--- config.mk ---
export PLATFORM = sky130hd
export DESIGN_NAME = class_argmax
export DESIGN_NICKNAME = d
export VERILOG_FILES = /design/src/rtl/class_argmax.sv
export SDC_FILE = /design/constraint.sdc
export NUM_CORES = 1
export LEC_CHECK = 0
export BUFFER_PORTS_ARGS = -buffer_cell sky130_fd_sc_hd__buf_2
export CORE_MARGIN = 4
export CORE_UTILIZATION = 45
export DETAILED_ROUTE_END_ITERATION = 8
export PLACE_DENSITY_LB_ADDON = 0.05
export SLEW_MARGIN = 40
export SYNTH_ARGS = -nofsm -noshare
export SYNTH_HDL_FRONTEND = slang
export SYNTH_SLANG_ARGS = --single-unit
--- constraint.sdc ---
create_clock -name clk -period 17.6 [get_ports clk]
set_clock_uncertainty 0.2 [all_clocks]
set_input_delay 0.88 -clock clk [delete_from_list [all_inputs] [get_ports clk]]
set_output_delay 0.88 -clock clk [all_outputs]
set_load 0.1 [all_outputs]
--- src/rtl/class_argmax.sv ---
// Output-layer argmax: biases and saturates each class score as it arrives,
// tracks the running maximum, and pulses the winning class once per frame.
module class_argmax #(
  parameter int unsigned NUM_CLASSES = 10,
  parameter int unsigned W           = 16
) (
  input  logic                     clk,
  input  logic                     reset,
  input  logic                     in_valid,
  input  logic [W-1:0]             in_data,
  output logic                     in_ready,
  input  logic [NUM_CLASSES*W-1:0] biases,
  input  logic                     flush,
  output logic                     out_valid,
  output logic [3:0]               class_out,
  output logic [W-1:0]             max_score,
  output logic                     busy
);

  localparam logic [3:0]          LastIdx  = 4'(NUM_CLASSES - 1);
  localparam logic signed [W-1:0] ScoreMax = {1'b0, {(W-1){1'b1}}};
  localparam logic signed [W-1:0] ScoreMin = {1'b1, {(W-1){1'b0}}};

  typedef enum logic [1:0] {StIdle, StAccum, StDone} state_e;

  state_e state_q, state_d;

  logic [3:0]          cnt_q, cnt_d;
  logic signed [W-1:0] run_max_q, run_max_d;
  logic [3:0]          run_idx_q, run_idx_d;
  logic signed [W-1:0] res_score_q, res_score_d;
  logic [3:0]          res_class_q, res_class_d;

  logic                can_take;
  logic                accept;
  logic                last;
  logic [W-1:0]        bias_sel;
  logic [W:0]          sum;
  logic signed [W-1:0] score;
  logic signed [W-1:0] cand_max;
  logic [3:0]          cand_idx;

  // Samples are taken in IDLE and ACCUM; a flush in the same cycle drops the sample.
  assign can_take = (state_q != StDone);
  assign in_ready = can_take;
  assign accept   = in_valid && can_take && !flush;
  assign last     = (cnt_q == LastIdx);

  // Bias for the class currently being received, added at W+1 bits so overflow is visible.
  assign bias_sel = biases[cnt_q*W +: W];
  assign sum      = {in_data[W-1], in_data} + {bias_sel[W-1], bias_sel};

  // Clamp the biased sum to the signed W-bit range.
  always_comb begin
    score = sum[W-1:0];
    if (sum[W] != sum[W-1]) begin
      score = sum[W] ? ScoreMin : ScoreMax;
    end
  end

  // Running-max candidate: sample 0 always loads; later samples only win if strictly greater.
  always_comb begin
    cand_max = run_max_q;
    cand_idx = run_idx_q;
    if (cnt_q == 4'd0 || score > run_max_q) begin
      cand_max = score;
      cand_idx = cnt_q;
    end
  end

  // Next state and control outputs.
  always_comb begin
    state_d   = state_q;
    out_valid = 1'b0;
    busy      = 1'b0;
    unique case (state_q)
      StIdle: begin
        if (accept) state_d = last ? StDone : StAccum;
      end
      StAccum: begin
        busy = 1'b1;
        if (accept && last) state_d = StDone;
      end
      StDone: begin
        out_valid = 1'b1;
        state_d   = StIdle;
      end
      default: state_d = StIdle;
    endcase
    if (flush) state_d = StIdle;
  end

  // Datapath next state: counter, running max, and the held result.
  always_comb begin
    cnt_d       = cnt_q;
    run_max_d   = run_max_q;
    run_idx_d   = run_idx_q;
    res_score_d = res_score_q;
    res_class_d = res_class_q;
    if (flush) begin
      cnt_d     = 4'd0;
      run_max_d = '0;
      run_idx_d = 4'd0;
    end else if (accept) begin
      run_max_d = cand_max;
      run_idx_d = cand_idx;
      if (last) begin
        // Result is captured here so it is stable throughout the DONE cycle and after.
        cnt_d       = 4'd0;
        res_score_d = cand_max;
        res_class_d = cand_idx;
      end else begin
        cnt_d = cnt_q + 4'd1;
      end
    end
  end

  // State register with synchronous reset.
  always_ff @(posedge clk) begin
    if (reset) begin
      state_q <= StIdle;
    end else begin
      state_q <= state_d;
    end
  end

  // Datapath registers with synchronous reset.
  always_ff @(posedge clk) begin
    if (reset) begin
      cnt_q       <= 4'd0;
      run_max_q   <= '0;
      run_idx_q   <= 4'd0;
      res_score_q <= '0;
      res_class_q <= 4'd0;
    end else begin
      cnt_q       <= cnt_d;
      run_max_q   <= run_max_d;
      run_idx_q   <= run_idx_d;
      res_score_q <= res_score_d;
      res_class_q <= res_class_d;
    end
  end

  assign class_out = res_class_q;
  assign max_score = res_score_q;

endmodule

# Word level (Yosys, flattened, before mapping)
# Index checks and enable logic that the tools add are counted.
# totals
ff_bits,46
inputBits,180
output_inout_bits,23
word_cells,39
# classes
addsub,2
magnitude_cmp,1
n_eq_ne,7
shift,1
n_mux,11
bitwise,1
reduce_logical,10
# ops
operator,count
$shiftx 160x9->16,1
$mux 16,3
$add 16x16->17,1
$gt 16x16->1,1
$mux 4,2
$mux 2,3
$ne 2x2->1 const B,3
$add 4x1->4 const B,1
$eq 4x4->1 const B,1
$logic_not 4->1,1
$pmux 2 s2,1
$logic_and 1x1->1,3
$reduce_and 3->1,1
$eq 2x1->1 const B,1
$eq 2x2->1 const B,1
$logic_not 2->1,1
$mux 1,2
$reduce_and 2->1,1
$reduce_or 2->1,1
$logic_not 1->1,1
$logic_or 1x1->1,1
$ne 1x1->1,1
$not 1->1,1

# Depth between registers and ports, before layout
# logic_depth
ltp_word,7
mapped_depth,30
depth_no_buf,25

# Worst setup path after synthesis
# OpenSTA, ideal clock, no wires.
# synth_path
path_kind,reg2reg
startpoint,reg cnt_q[0]
endpoint,"reg res_score_q[15], in the netlist max_score[15]"
setup_ns,0.064
arrival_ns,6.002
t_required_ns,17.336
path_slack_ns,11.334
path_stages_with_launch,28
n_path_buf,5
synth_period_minus_slack_ns,6.266
cell_sequence,dfxtp_1 buf_2 buf_2 mux4_2 mux2i_1 o22ai_1 ha_1 a211oi_1 nor2_1 o21a_1 a41o_1 nand3_1 nand2_1 xnor2_1 ha_1 clkbuf_1 o21ai_1 buf_2 o21ai_0 ha_1 a21o_1 a31oi_1 o21ai_0 a211oi_2 mux2_4 buf_6 or4_1 nand3_1
# synth_between
elab_chain_len,7
elab_cells_between_ends,11
classes_between,add/sub: 1; order compare: 1; eq/ne: 2; shift: 1; mux: 3; reduce/logical: 3
# synth_lines
element,line,rtl
"start, declared",28,"logic [3:0] cnt_q, cnt_d;"
"start signal, assigned",136,cnt_q <= cnt_d;
$shiftx 160x9->16,50,assign bias_sel = biases[cnt_q*W +: W];
$add 16x16->17,51,"assign sum = {in_data[W-1], in_data} + {bias_sel[W-1], bias_sel};"
$mux 16 or $ne 1x1->1 (tied branches),"57, 56",
$mux 16,56,if (sum[W] != sum[W-1]) begin
$gt 16x16->1,65,if (cnt_q == 4'd0 || score > run_max_q) begin
$logic_or 1x1->1,65,
$mux 16,65,
"end signal, assigned",139,res_score_q <= res_score_d;
"end, declared",31,"logic signed [W-1:0] res_score_q, res_score_d;"
# Parallel ways exist; a longest one is shown, timed or not.
# A chain may end at the register's enable or synchronous reset.

# Worst setup path after layout
# layout_path
startpoint,reg cnt_q[3]
endpoint,reg run_max_q[15]
# layout_between
elab_chain_len,7
elab_cells_between_ends,9
classes_between,add/sub: 1; order compare: 1; eq/ne: 1; shift: 1; mux: 3; reduce/logical: 2
# layout_lines
element,line,rtl
$shiftx 160x9->16,50,
$add 16x16->17,51,
$mux 16 or $ne 1x1->1 (tied branches),"57, 56",
$mux 16,56,
$gt 16x16->1,65,
$logic_or 1x1->1,65,
$mux 16 *,65,
"end signal, assigned",137,run_max_q <= run_max_d;
"end, declared",29,"logic signed [W-1:0] run_max_q, run_max_d;"
# Every way passes the cells marked *; elsewhere a longest branch is shown, timed or not.

==> impl_metrics.py <==
metrics = {
    "cells_and_area": {
        "post-route-util_pct": 59.7,
        "n_fill_cell": 917,
        "multi_input_area_sq_um": 3280,
        "layout_common_cells": "buf_2, nand2_1, dfxtp_1",
        "seq_area_sq_um": 926,
        "drive_gt1_share_pct": 38.9,
        "design_area_sq_um": 5600,
        "layout_commonest_cell": "buf_2",
        "syn2layout_area_growth_pct": 26.8,
        "instances_no_fill": 809,
        "layout.nets": 892,
    },
    "synth": {
        "syn_area_per_cell_sq_um": 8.84,
        "synth_ff_type": "dfxtp_1",
        "synth_nets": 714,
        "synthArstFlopShare_pct": 0,
        "yosysSeqAreaShare_pct": 20.9,
        "synth_warnings": 0,
        "yosysUniqueCellTypes": 59,
        "yosys_register_bits": 46,
        "synthCells": 499,
        "syn_area_sq_um": 4410,
        "synth_edf_count": 0,
    },
    "floorplan": {
        "rows": 35,
        "initial_core_util_pct": 47.1,
        "die_w_microns": 107,
        "ios": 203,
        "fp.dieArea_sq_um": 11500,
        "core_sq_um": 9370,
        "die_y_microns": 107,
    },
    "drt": {
        "final_antenna_net_count": 0,
        "dr.pass1.iters": 4,
        "routedWlPerCell_microns": 19.0,
        "routed_via_density": 5.65,
        "wl_mm": 15.4,
        "drc": 0,
        "via_count": 4570,
        "drtIter0Drc": 254,
    },
    "clocking": {
        "cts_hold_buf": 0,
        "cts_resized": 0,
        "path_clk_slew_ns": 0.09,
        "cts_buffers": 5,
        "cts.sinks": 46,
        "clk_latency_ns": 0.30,
        "htreeDepth": 2,
        "cts_root_buf": "clkbuf_8",
        "cts_setup_buffers": 0,
        "cts.path.max_buffers": 2,
        "tritoncts": "done",
    },
    "placement": {
        "dpl_worst_slack_ns": 9.91,
        "dp_cells": 799,
        "place_area_sq_um": 5500,
        "port_buffers": 202,
        "gp_congestion": 0.904,
        "hpwlAfterDp_mm": 13.1,
    },
    "timing": {
        "slew_viol_final": 0,
        "finalSetupTns_ns": 0,
        "tightest_slew_ns": 0.832,
        "setup_viol": 0,
        "grt_setup_unrepaired": "false",
        "hold_viol_final": 0,
        "slew-limit-headroom_pct": 44.5,
        "fmax_mhz": 132,
        "setup_slack_ns": 10.02,
        "period_needed_ns": 7.58,
        "fin_crit_sh_pct": 43.1,
    },
    "worst_setup_path": {
        "crit_arrival_ns": 7.59,
        "start_kind": "flip-flop",
        "crit_path_end_kind": "flip-flop",
        "worstSetupPathType": "reg2reg",
        "cp.required_ns": 17.61,
        "crit_fanout": 21,
    },
    "status": {
        "status": "finished clean",
    },
    "power": {
        "total_leakage_power_uw": 0.00244,
        "vdd_ir_drop_max_v": 0.0000376,
        "power_density_nw_per_um2": 79.8,
    },
    "min_path": {
        "hold_class": "reg2reg",
    },
    "global_routing": {
        "grt_max_degree": 34,
        "antenna_found_initial": 1,
        "grt_use_total_pct": 25.5,
        "grt_pass1_wl_mm": 22.9,
        "grt_pass1_vias": 4517,
        "grt_overflow": 0,
    },
    "job": {
        "drv_cap": 0,
    },
}
## worst paths after layout
| check | start | end | slack (ns) | depth (start not counted) |
|---|---|---|---|---|
| setup / recovery | cnt_q[3]$_SDFFE_PP0P_ | run_max_q[15]$_SDFFE_PP0P_ | 10.02 | 23 |
| hold / removal | max_score[12]$_SDFFE_PP0P_ | max_score[12]$_SDFFE_PP0P_ | 0.26 | 2 |
| setup reg to reg | cnt_q[3]$_SDFFE_PP0P_ | run_max_q[15]$_SDFFE_PP0P_ | 10.02 | 23 |
| hold reg to reg | max_score[12]$_SDFFE_PP0P_ | max_score[12]$_SDFFE_PP0P_ | 0.26 | 2 |
## cell usage after synthesis (all sizes together) (7+ instances only)
master	number	area, sq um
mux4	32	721
inv	21	78.8
xnor2	7	61.3
buf	17	83.8
dfxtp	46	921
o21ai	30	150
nand3	9	45.0
ha	34	425
o22ai	16	100
nand2	46	173
a21oi	29	145
nor3	14	70.1
nor2	41	154
mux2i	43	434
clkbuf	18	67.6
a211oi	18	140
## cell families (layout without fill, tap and decap cells)
family	after synthesis	after routing	share of synthesized area, %
AND/OR/NAND/NOR	141	141	15.3
other	0	2	0
buffers and inverters	56	235	5.22
flip-flops	46	46	20.9
multiplexers	77	77	26.8
adder cells (fa/ha/maj)	35	35	10.1
XOR/XNOR	11	11	2.18
AO/OA/AOI/OAI	133	133	19.5
## layout make-up
type / instances / share of cell area, %
repair buffers: 206 / 19.0
well taps: 129 / 2.88
multi-input cells: 397 / 58.5
diodes: 2 / 0.0894
flip-flops and latches: 46 / 16.5
clock buffers: 5 / 1.23
clock inverters: 3 / 0.358
inverters: 21 / 1.41
## per-stage QoR
step,power (uW),hold slack (ns)
2_1_floorplan,306,0.236
3_3_place_gp,370,0.229
3_5_place_dp,381,0.244
4_1_cts,447,0.267
5_1_grt,481,0.293
6_report,447,0.261
## flip-flops by register name, summed over array words and instances, names as in the netlist
signal / flops
run_idx_q: 4
max_score: 16
state_q: 2
run_max_q: 16
class_out: 4
cnt_q: 4
## per-layer routing
layer / global-route usage [%] / share of wire [%] / up-vias
met3: 3.49 / 4.5 / 28
met1: 31.4 / 41 / 2145
met5: 0 / 0 / -
met2: 44.5 / 52 / 148
met4: 10.5 / 3.1 / 0
li1: - / - / 2249
## where the power goes
part	internal, uW	switching [uW]	total (uW)
logic	110	153	263
clock network	28.1	37.8	65.9
registers	113	5.01	118
## critical path: stages, from the launching register on
cell      delay, ns
dfxtp_1        0.87
nor2b_1        0.32
nand2b_2       0.32
o22ai_1        0.36
ha_1           0.29
a211oi_1       0.34
nor2_1         0.13
o21a_1         0.26
a41o_1         0.28
nand3_1        0.09
nand2_1        0.09
xnor2_1        0.15
ha_1           0.50
o21ai_1        0.52
o21ai_0        0.36
ha_1           0.40
a21o_1         0.17
a31oi_1        0.14
o21ai_0        0.13
a211oi_2       0.46
mux2i_4        0.61
buf_8          0.23
nor2_1         0.05
a211oi_1       0.22
Note: power is estimated with default switching activity, not from simulation.
